===== src/rtl/row_normalizer_seq_pkg.sv =====
// Shared constants, encodings and coefficient lookup for the sequential row normaliser.
package row_normalizer_seq_pkg;

  localparam int unsigned CW_DEF = 16;

  // Q0.16 reciprocals of sqrt(2), sqrt(10) and sqrt(42).
  localparam logic [CW_DEF-1:0] C_SQ2  = 16'd46341;
  localparam logic [CW_DEF-1:0] C_SQ10 = 16'd20724;
  localparam logic [CW_DEF-1:0] C_SQ42 = 16'd10112;

  localparam logic [1:0] MODE_BYP  = 2'b00;
  localparam logic [1:0] MODE_SQ2  = 2'b01;
  localparam logic [1:0] MODE_SQ10 = 2'b10;
  localparam logic [1:0] MODE_SQ42 = 2'b11;

  typedef enum logic [1:0] {
    S_IDLE = 2'd0,
    S_BUSY = 2'd1,
    S_DONE = 2'd2
  } state_e;

  function automatic logic [CW_DEF-1:0] mode_coef(input logic [1:0] m);
    logic [CW_DEF-1:0] c;
    case (m)
      MODE_SQ2:  c = C_SQ2;
      MODE_SQ10: c = C_SQ10;
      MODE_SQ42: c = C_SQ42;
      default:   c = '0;
    endcase
    return c;
  endfunction

endpackage


===== src/rtl/row_normalizer_seq_lane.sv =====
// Combinational rounding multiply: signed data by unsigned Q0.CW coefficient,
// round half up, or pass-through when bypass is set.
module norm_mul_lane #(
  parameter int unsigned WL = 16,
  parameter int unsigned CW = 16
) (
  input  logic [WL-1:0] din,
  input  logic [CW-1:0] coef,
  input  logic          bypass,
  output logic [WL-1:0] dout
);

  localparam int unsigned PW = WL + CW + 1;
  localparam logic signed [PW-1:0] HALF = PW'(1) << (CW - 1);

  logic signed [PW-1:0] prod;
  logic signed [PW-1:0] rnd;
  logic                 unused_bits;

  always_comb begin
    prod = PW'($signed(din)) * PW'($signed({1'b0, coef}));
    rnd  = prod + HALF;
    dout = bypass ? din : rnd[CW +: WL];
  end

  // Fraction bits and the guard bit are dropped; coef < 2^CW keeps the result in range.
  assign unused_bits = ^{rnd[CW-1:0], rnd[PW-1]};

endmodule


===== src/rtl/row_normalizer_seq.sv =====
// Sequential row normaliser: captures one H row plus y, scales all 2N+2 reals
// through LANES shared multipliers, then holds the result until taken.
module row_normalizer_seq
  import row_normalizer_seq_pkg::*;
#(
  parameter int unsigned WL    = 16,
  parameter int unsigned N     = 4,
  parameter int unsigned LANES = 2,
  parameter int unsigned CW    = CW_DEF
) (
  input  logic            clk,
  input  logic            rst_n,
  input  logic            in_valid,
  output logic            in_ready,
  input  logic [1:0]      mode,
  input  logic [WL*N-1:0] Hin_x,
  input  logic [WL*N-1:0] Hin_y,
  input  logic [WL-1:0]   yin_x,
  input  logic [WL-1:0]   yin_y,
  output logic            out_valid,
  input  logic            out_ready,
  output logic [WL*N-1:0] Hout_x,
  output logic [WL*N-1:0] Hout_y,
  output logic [WL-1:0]   yout_x,
  output logic [WL-1:0]   yout_y
);

  localparam int unsigned E     = 2 * N + 2;
  localparam int unsigned BEATS = (E + LANES - 1) / LANES;
  localparam int unsigned BW    = (BEATS > 1) ? $clog2(BEATS) : 1;

  state_e        state_q, state_d;
  logic [BW-1:0] beat_q, beat_d;
  logic [1:0]    mode_q, mode_d;
  logic [WL-1:0] in_buf_q [E];
  logic [WL-1:0] in_buf_d [E];
  logic [WL-1:0] res_q [E];
  logic [WL-1:0] res_d [E];
  logic [WL-1:0] out_q [E];
  logic [WL-1:0] out_d [E];
  logic [WL-1:0] lane_in [LANES];
  logic [WL-1:0] lane_out [LANES];
  logic [CW-1:0] coef;
  logic          bypass;
  logic          last_beat;

  assign coef      = CW'(mode_coef(mode_q));
  assign bypass    = (mode_q == MODE_BYP);
  assign last_beat = (beat_q == BW'(BEATS - 1));

  // Constant-index scan keeps the operand mux free of variable array selects.
  always_comb begin
    for (int j = 0; j < int'(LANES); j++) begin
      lane_in[j] = '0;
      for (int k = 0; k < int'(E); k++) begin
        if (int'(beat_q) * int'(LANES) + j == k) lane_in[j] = in_buf_q[k];
      end
    end
  end

  for (genvar g = 0; g < int'(LANES); g++) begin : g_lane
    norm_mul_lane #(
      .WL(WL),
      .CW(CW)
    ) u_lane (
      .din   (lane_in[g]),
      .coef  (coef),
      .bypass(bypass),
      .dout  (lane_out[g])
    );
  end

  always_comb begin
    state_d   = state_q;
    beat_d    = beat_q;
    mode_d    = mode_q;
    in_buf_d  = in_buf_q;
    res_d     = res_q;
    out_d     = out_q;
    in_ready  = 1'b0;
    out_valid = 1'b0;
    unique case (state_q)
      S_IDLE: begin
        in_ready = 1'b1;
        if (in_valid) begin
          for (int i = 0; i < int'(N); i++) begin
            in_buf_d[i]     = Hin_x[WL*i +: WL];
            in_buf_d[N + i] = Hin_y[WL*i +: WL];
          end
          in_buf_d[2*N]     = yin_x;
          in_buf_d[2*N + 1] = yin_y;
          mode_d            = mode;
          beat_d            = '0;
          state_d           = S_BUSY;
        end
      end
      S_BUSY: begin
        for (int k = 0; k < int'(E); k++) begin
          for (int j = 0; j < int'(LANES); j++) begin
            if (int'(beat_q) * int'(LANES) + j == k) res_d[k] = lane_out[j];
          end
        end
        if (last_beat) begin
          out_d   = res_d;
          state_d = S_DONE;
        end else begin
          beat_d = beat_q + 1'b1;
        end
      end
      S_DONE: begin
        out_valid = 1'b1;
        if (out_ready) state_d = S_IDLE;
      end
      default: state_d = S_IDLE;
    endcase
  end

  always_ff @(posedge clk or negedge rst_n) begin
    if (!rst_n) begin
      state_q  <= S_IDLE;
      beat_q   <= '0;
      mode_q   <= '0;
      in_buf_q <= '{default: '0};
      res_q    <= '{default: '0};
      out_q    <= '{default: '0};
    end else begin
      state_q  <= state_d;
      beat_q   <= beat_d;
      mode_q   <= mode_d;
      in_buf_q <= in_buf_d;
      res_q    <= res_d;
      out_q    <= out_d;
    end
  end

  always_comb begin
    Hout_x = '0;
    Hout_y = '0;
    for (int i = 0; i < int'(N); i++) begin
      Hout_x[WL*i +: WL] = out_q[i];
      Hout_y[WL*i +: WL] = out_q[N + i];
    end
    yout_x = out_q[2*N];
    yout_y = out_q[2*N + 1];
  end

endmodule


===== config.mk =====
export PLATFORM = sky130hd
export DESIGN_NAME = row_normalizer_seq
export DESIGN_NICKNAME = d
export VERILOG_FILES = /design/src/rtl/row_normalizer_seq_pkg.sv /design/src/rtl/row_normalizer_seq_lane.sv /design/src/rtl/row_normalizer_seq.sv
export SDC_FILE = /design/constraint.sdc
export NUM_CORES = 2
export LEC_CHECK = 0
export ABC_AREA = 0
export BUFFER_PORTS_ARGS = -buffer_cell sky130_fd_sc_hd__buf_4
export CAP_MARGIN = 10
export CORE_MARGIN = 5
export CORE_UTILIZATION = 30
export DETAILED_ROUTE_END_ITERATION = 8
export GPL_ROUTABILITY_DRIVEN = 0
export HOLD_SLACK_MARGIN = 0.08
export REMOVE_ABC_BUFFERS = 1
export SYNTH_ARGS = -nofsm -noshare
export SYNTH_HDL_FRONTEND = slang
export SYNTH_SLANG_ARGS = --single-unit

===== constraint.sdc =====
create_clock -name clk -period 7.8 [get_ports clk]
set_input_delay 0.78 -clock clk [delete_from_list [all_inputs] [get_ports clk]]
set_output_delay 0.78 -clock clk [all_outputs]
set_load 0.01 [all_outputs]

; ---- Word level (Yosys, flattened, before mapping)
; Cells that the tools add are included.
[op_classes]
n_eq_ne = 23
addsub = 4
reduce_logical = 9
multipliers = 2
n_mux = 42
[op_table]
columns = operator, n
row1 = 16-bit two-way mux, 32
row2 = 32-bit by 4-bit == test with 1-bit output (second input constant), 4
row3 = 32-bit by 17-bit adder with 32-bit output (second input constant), 2
row4 = 32-bit by 3-bit == test with 1-bit output (second input constant), 2
row5 = 32-bit zero test, 2
row6 = 16-bit by 17-bit multiplier with 32-bit output, 2
row7 = 16-bit case mux with 3 select lines, 1
row8 = 32-bit by 2-bit == test with 1-bit output (second input constant), 1
row9 = 32-bit by 5-bit == test with 1-bit output (second input constant), 1
row10 = 3-bit == test (second input constant), 4
row11 = 2-bit != test (second input constant), 4
row12 = 2-bit == test (second input constant), 3
row13 = 2-bit two-way mux, 3
row14 = 3-bit two-way mux, 2
row15 = 2-bit case mux with 3 select lines, 1
row16 = 3-bit case mux with 2 select lines, 1
row17 = 3-bit AND reduction, 2
row18 = 4-bit by 1-bit adder with 5-bit output (second input constant), 1
row19 = 5-bit by 4-bit == test with 1-bit output (second input constant), 1
row20 = 2-bit by 1-bit == test with 1-bit output (second input constant), 2
row21 = 2-bit zero test, 2
row22 = 2-bit AND reduction, 2
row23 = 3-bit by 1-bit adder with 3-bit output (second input constant), 1
row24 = 3-bit by 2-bit == test with 1-bit output (second input constant), 1
row25 = 2 further kinds, 3
[totals]
wordCells = 113
ff_bits = 487
output_inout_bits = 162

; ---- Longest topological paths before layout
[logic_depth]
depth_word = 16
ltp_mapped = 36
ltp_nobuf = 33

; ---- By module
; Synthesis repeated with hierarchy kept, for this count alone.
[unflattened]
hier_cells = 3676
hier_area_um2 = 36747.7
[modules_own_cells]
columns = mod, area_each_um2, cells_per_inst, n_inst
row1 = row_normalizer_seq, 19130.8, 1602, 1
row2 = norm_mul_lane (g_lane[1].u_lane), 8918.6, 1062, 1
row3 = norm_mul_lane (g_lane[0].u_lane), 8698.3, 1012, 1

; ---- Worst setup path before layout
; No wires, ideal clock.
[synth_path]
path_type = flip-flop to flip-flop
from = reg beat_q[0]
to = reg out_q (netlist bit Hout_y[59])
slack_ns = -0.417
path_stages_with_launch = 32
synth_period_minus_slack_ns = 8.217
arrival_time_ns = 8.099
setup_time_ns = 0.118
t_required_ns = 7.682
path_cell_list = dfrtp_1 inv_1 ha_1 buf_2 nand2b_1 nor2_1 clkbuf_1 a221oi_1 nor3_1 a21oi_1 o21ai_0 o21ai_0 fa_1 fa_1 inv_1 fa_1 inv_1 fa_1 inv_1 fa_1 inv_1 fa_1 inv_1 ha_1 a21o_1 a211oi_1 o41ai_4 a2111oi_2 nor3_1 a311oi_1 a21oi_1 a21o_1
[synth_between]
elab_chain_cells = 16
elab_cells_between_ends = 27
classes_between = add/sub (2) / mul (1) / eq/ne (10) / mux (12) / reduce/logical (2)
[synth_rtl]
columns = element, line
row1 = "start, declared", row_normalizer_seq.sv:33  ; logic [BW-1:0] beat_q, beat_d;
row2 = "start signal, assigned", row_normalizer_seq.sv:128  ; beat_q <= beat_d;
row3 = 4-bit by 1-bit adder with 5-bit output, "row_normalizer_seq.sv:56, row_normalizer_seq.sv:100"
row4 = 32-bit zero test, row_normalizer_seq.sv:56  ; if (int'(beat_q) * int'(LANES) + j == k) lane_in[j] = in_buf_q[k];
row5 = 16-bit two-way mux (10 in a row), row_normalizer_seq.sv:56
row6 = 16-bit by 17-bit multiplier with 32-bit output, row_normalizer_seq_lane.sv:21  ; prod = PW'($signed(din)) * PW'($signed({1'b0, coef}));
row7 = 32-bit by 17-bit adder with 32-bit output, row_normalizer_seq_lane.sv:22  ; rnd = prod + HALF;
row8 = 16-bit two-way mux, row_normalizer_seq_lane.sv:23  ; dout = bypass ? din : rnd[CW +: WL];
row9 = 16-bit two-way mux, row_normalizer_seq.sv:100  ; if (int'(beat_q) * int'(LANES) + j == k) res_d[k] = lane_out[j];
row10 = "end signal, assigned", row_normalizer_seq.sv:132  ; out_q <= out_d;
row11 = "end, declared", row_normalizer_seq.sv:39  ; logic [WL-1:0] out_q [E];
; Parallel ways exist; a longest one is shown, timed or not.
; A chain may end at the register's enable or synchronous reset.

; ---- Worst setup path in the final report
[layout_path]
from = reg beat_q[0]
to = reg res_q[125] (netlist name)
[layout_between]
elab_chain_cells = 16
elab_cells_between_ends = 39
classes_between = add/sub (3) / mul (2) / eq/ne (13) / mux (19) / reduce/logical (2)
[layout_rtl]
columns = element, line
row1 = 4-bit by 1-bit adder with 5-bit output, "row_normalizer_seq.sv:56, row_normalizer_seq.sv:100"
row2 = 32-bit zero test, row_normalizer_seq.sv:56
row3 = 16-bit two-way mux (10 in a row), row_normalizer_seq.sv:56
row4 = 16-bit by 17-bit multiplier with 32-bit output, row_normalizer_seq_lane.sv:21
row5 = 32-bit by 17-bit adder with 32-bit output, row_normalizer_seq_lane.sv:22
row6 = 16-bit two-way mux, row_normalizer_seq_lane.sv:23
row7 = 16-bit two-way mux *, row_normalizer_seq.sv:100
row8 = "end signal, assigned", row_normalizer_seq.sv:131  ; res_q <= res_d;
row9 = "end, declared", row_normalizer_seq.sv:37  ; logic [WL-1:0] res_q [E];
; Every way passes the cells marked *; elsewhere a longest branch is shown, timed or not.

==> metrics.csv <==
stage,metric,value,unit
timing,RSZ-0062 raised after global routing,true,
timing,Fmax,128.8,MHz
worst_setup_path,cell mode on critical path,fa_1,
drt,vias,25704,
worst_setup_path,CP required,8360,ps
floorplanning,# rows,121,
floorplanning,area of the die,116700,um^2
worst_setup_path,CP max stage cell,fa_1,
timing,ratio of final minimum period to clock period,99.54,%
drt,First-pass DRT Iterations,5,
drt,vias per cell,4.706,
timing,worst-margin pin slew,1043,ps
synth,synth warn,0,
global_routing,first-pass GRT wire length,153900,um
timing,worst rel slew slack,30.50,%
clocking,CTS Buf Count,53,
synth,ys async rst share,100.0,%
synth,area share of the largest cell type after synthesis,34.50,%
drt,Detailed Route WL,100500,um
floorplanning,Die Height,341.7,um
floorplanning,Initial Utilization,30.28,%
final_layout,layout cells sized above 1,31.45,%
worst_setup_path,R2R Path End,res_q[125],
worst_setup_path,R2R setup slack,40,ps
final_layout,number of nets in the layout,4742,
clocking,hold_buf cts,0,
final_layout,area growth from synthesis to layout,31.42,%
global_routing,total gr overflow,0,
worst_setup_path,CP arrival,8330,ps
clocking,Max Root-Sink Buffers,3,
clocking,Worst-path clk slew,60,ps
timing,clk_skew,28.21,ps
run,Max Cap Viol,0,
timing,Hold Fails Final Rpt,0,
synth,synth top area cells,"dfrtp_1, fa_1, ha_1",
drt,DR iter-0 viols,1394,
run_status,outcome,completed,
clocking,CTS tree,yes,
synth,mean area per synthesized cell,9.810,um^2
final_layout,Post-Layout Cell Count,5462,
worst_setup_path,crit path launch type,register,
worst_setup_path,critical path endpoint category,register,
clocking,htree depth,2,
synth,cell taking the most area after synthesis,dfrtp_1,
clocking,root buf cell,clkbuf_16,
placement,hpwl dp,77380,um
drt,DR DRC count,0,
worst_setup_path,largest stage delay on the critical path,540,ps
worst_setup_path,CP startpoint,beat_q[0],
placement,IO buf count,327,
global_routing,pin count of the biggest net entering global routing,163,
timing,Max Slew Vio Count,0,
global_routing,initial antenna violation count,11,
worst_setup_path,crit path capture,res_q[125],
synth,"Seq/Total Area, Yosys",34.50,%
timing,# setup viols final,0,
worst_setup_path,CP Max Fanout,12,
clocking,worst skew pair latency,650,ps
synth,Yosys reg bits,455,
synth,Yosys cell types,74,
floorplanning,# IOs,328,
clocking,clk sinks,455,
synth,Most used DFF post-synth,dfrtp_1,
drt,ANT nets after route,0,
floorplanning,chip width,341.7,um
global_routing,vias in the first global route,26784,
global_routing,GRT Resource Usage Total,16.70,%
worst_setup_path,R2R cell count,38,
floorplanning,core area,109000,um^2
drt,routed length per instance,18.39,um
synth,synthesized area,33000,um^2
timing,min Tclk post-route,7764,ps
hold_path,HP Class,input port to asynchronous set/reset pin,
synth,Post-synth EDFFs,0,
worst_setup_path,R2R Path Start,beat_q[0],
timing,final setup TNS,0,ps
placement,placed cells,5302,
synth,cells after synthesis,3364,
worst_setup_path,type of the worst setup path,register to register,
cell usage after synthesis, drive strengths merged (26+ instances only):
master and number:
inv 498, nand2 534, a221oi 32, nor2b 28, ha 295, clkbuf 133, dfrtp 455, xnor2 30
mux2 164, and2 87, nor2 160, a21oi 140, o21ai 197, fa 288, nor3 26, a21o 59
cell usage in the layout (no fill, tap or decap), types with 12 or more instances in the layout:
cell type and count:
o21ai_1 39, buf_6 19, clkbuf_16 57, nand2_1 514
ha_1 275, xnor2_1 27, nand3_1 12, a21oi_1 100
buf_12 18, a221oi_2 17, nor2b_1 24, and2_1 68
a21oi_2 39, and2_4 17, buf_4 681, nand2_2 16
o21ai_2 26, nor2_1 141, nand4_1 13, dfrtp_1 454
ha_4 18, inv_1 474, o21a_1 12, fa_1 281
mux2_2 163, o21ai_0 131, a21o_1 59, mux2i_1 13
inv_2 23
how the worst min path moves through the flow:
stage                       to  slack [ps]  depth (start not counted)
detailed placement   Hout_y[3]         450                          2
CTS                  Hout_y[6]         170                          1
global route         Hout_y[6]         200                          1
finish               Hout_y[4]         160                          1
floorplan           Hout_x[32]         440                          2
global placement     Hout_y[4]         450                          2
per-layer routing:
layer	vias to the layer above	wire, um	part of all wire (%)	GRT usage (%)
met5	-	13	0.013	0
met3	162	5129	5.1	2.615
met4	2	3699	3.7	6.121
li1	12164	-	-	-
met2	555	48520	48	27.89
met1	12821	43110	43	21.97
layout make-up:
cell class              count  area (um^2)
fillers                 10715        65630
multi-input cells        2262        20610
flip-flops and latches    455        11390
repair buffers            723         5802
inverters                 498         1872
well taps                1414         1769
clock buffers              74         1515
clock inverters            26        389.1
diodes                     10        25.02
critical path: cells and delay by family, from the launching register on:
family | cells | cell delay (ps)
compound gates | 8 | 1510
xor+xnor | 2 | 270
fa+ha+maj | 8 | 3200
buf+inv | 12 | 1170
flops | 1 | 440
mux | 1 | 330
simple gates | 7 | 770
timing repair:
item                                    in CTS  in global routing
endpoints found under the setup margin     108                173
gates cloned                                 0                  4
resized for setup                           44                337
setup buffers                                3                 49
pin swaps                                   24                152
logic make-up after synthesis:
group,count (synthesis),synth area share [%]
AO/OA/AOI/OAI,530,10.01
XOR/XNOR,38,1.008
adder cells (fa/ha/maj),583,28.65
buffers and inverters,647,7.389
flip-flops,455,34.50
multiplexers,179,6.051
AND/OR/NAND/NOR,932,12.39
metrics by stage:
step | instance area [um^2] | util [%] | hold WS, ps | worst slack [ps]
floorplan | 32430 | - | 438.6 | -1677
detailed placement | 39500 | 36.23 | 446.5 | -312.5
global placement | 39500 | 36.23 | 446.1 | -193.2
global route | 43360 | 39.78 | 199.4 | -304.6
CTS | 41600 | 38.16 | 168.3 | 6.437
finish | 43370 | 39.79 | 156.2 | 35.70
sequential cells by signal (all words and copies together) (netlist names):
| name | flops |
|---|---|
| state_q | 2 |
| yout_x | 16 |
| mode_q | 2 |
| beat_q | 3 |
| Hout_x | 64 |
| in_buf_q | 160 |
| yout_y | 16 |
| Hout_y | 64 |
| res_q | 128 |
Power is not shown: default switching activity piles up to over one toggle a cycle in this logic, so the estimate is an artifact.
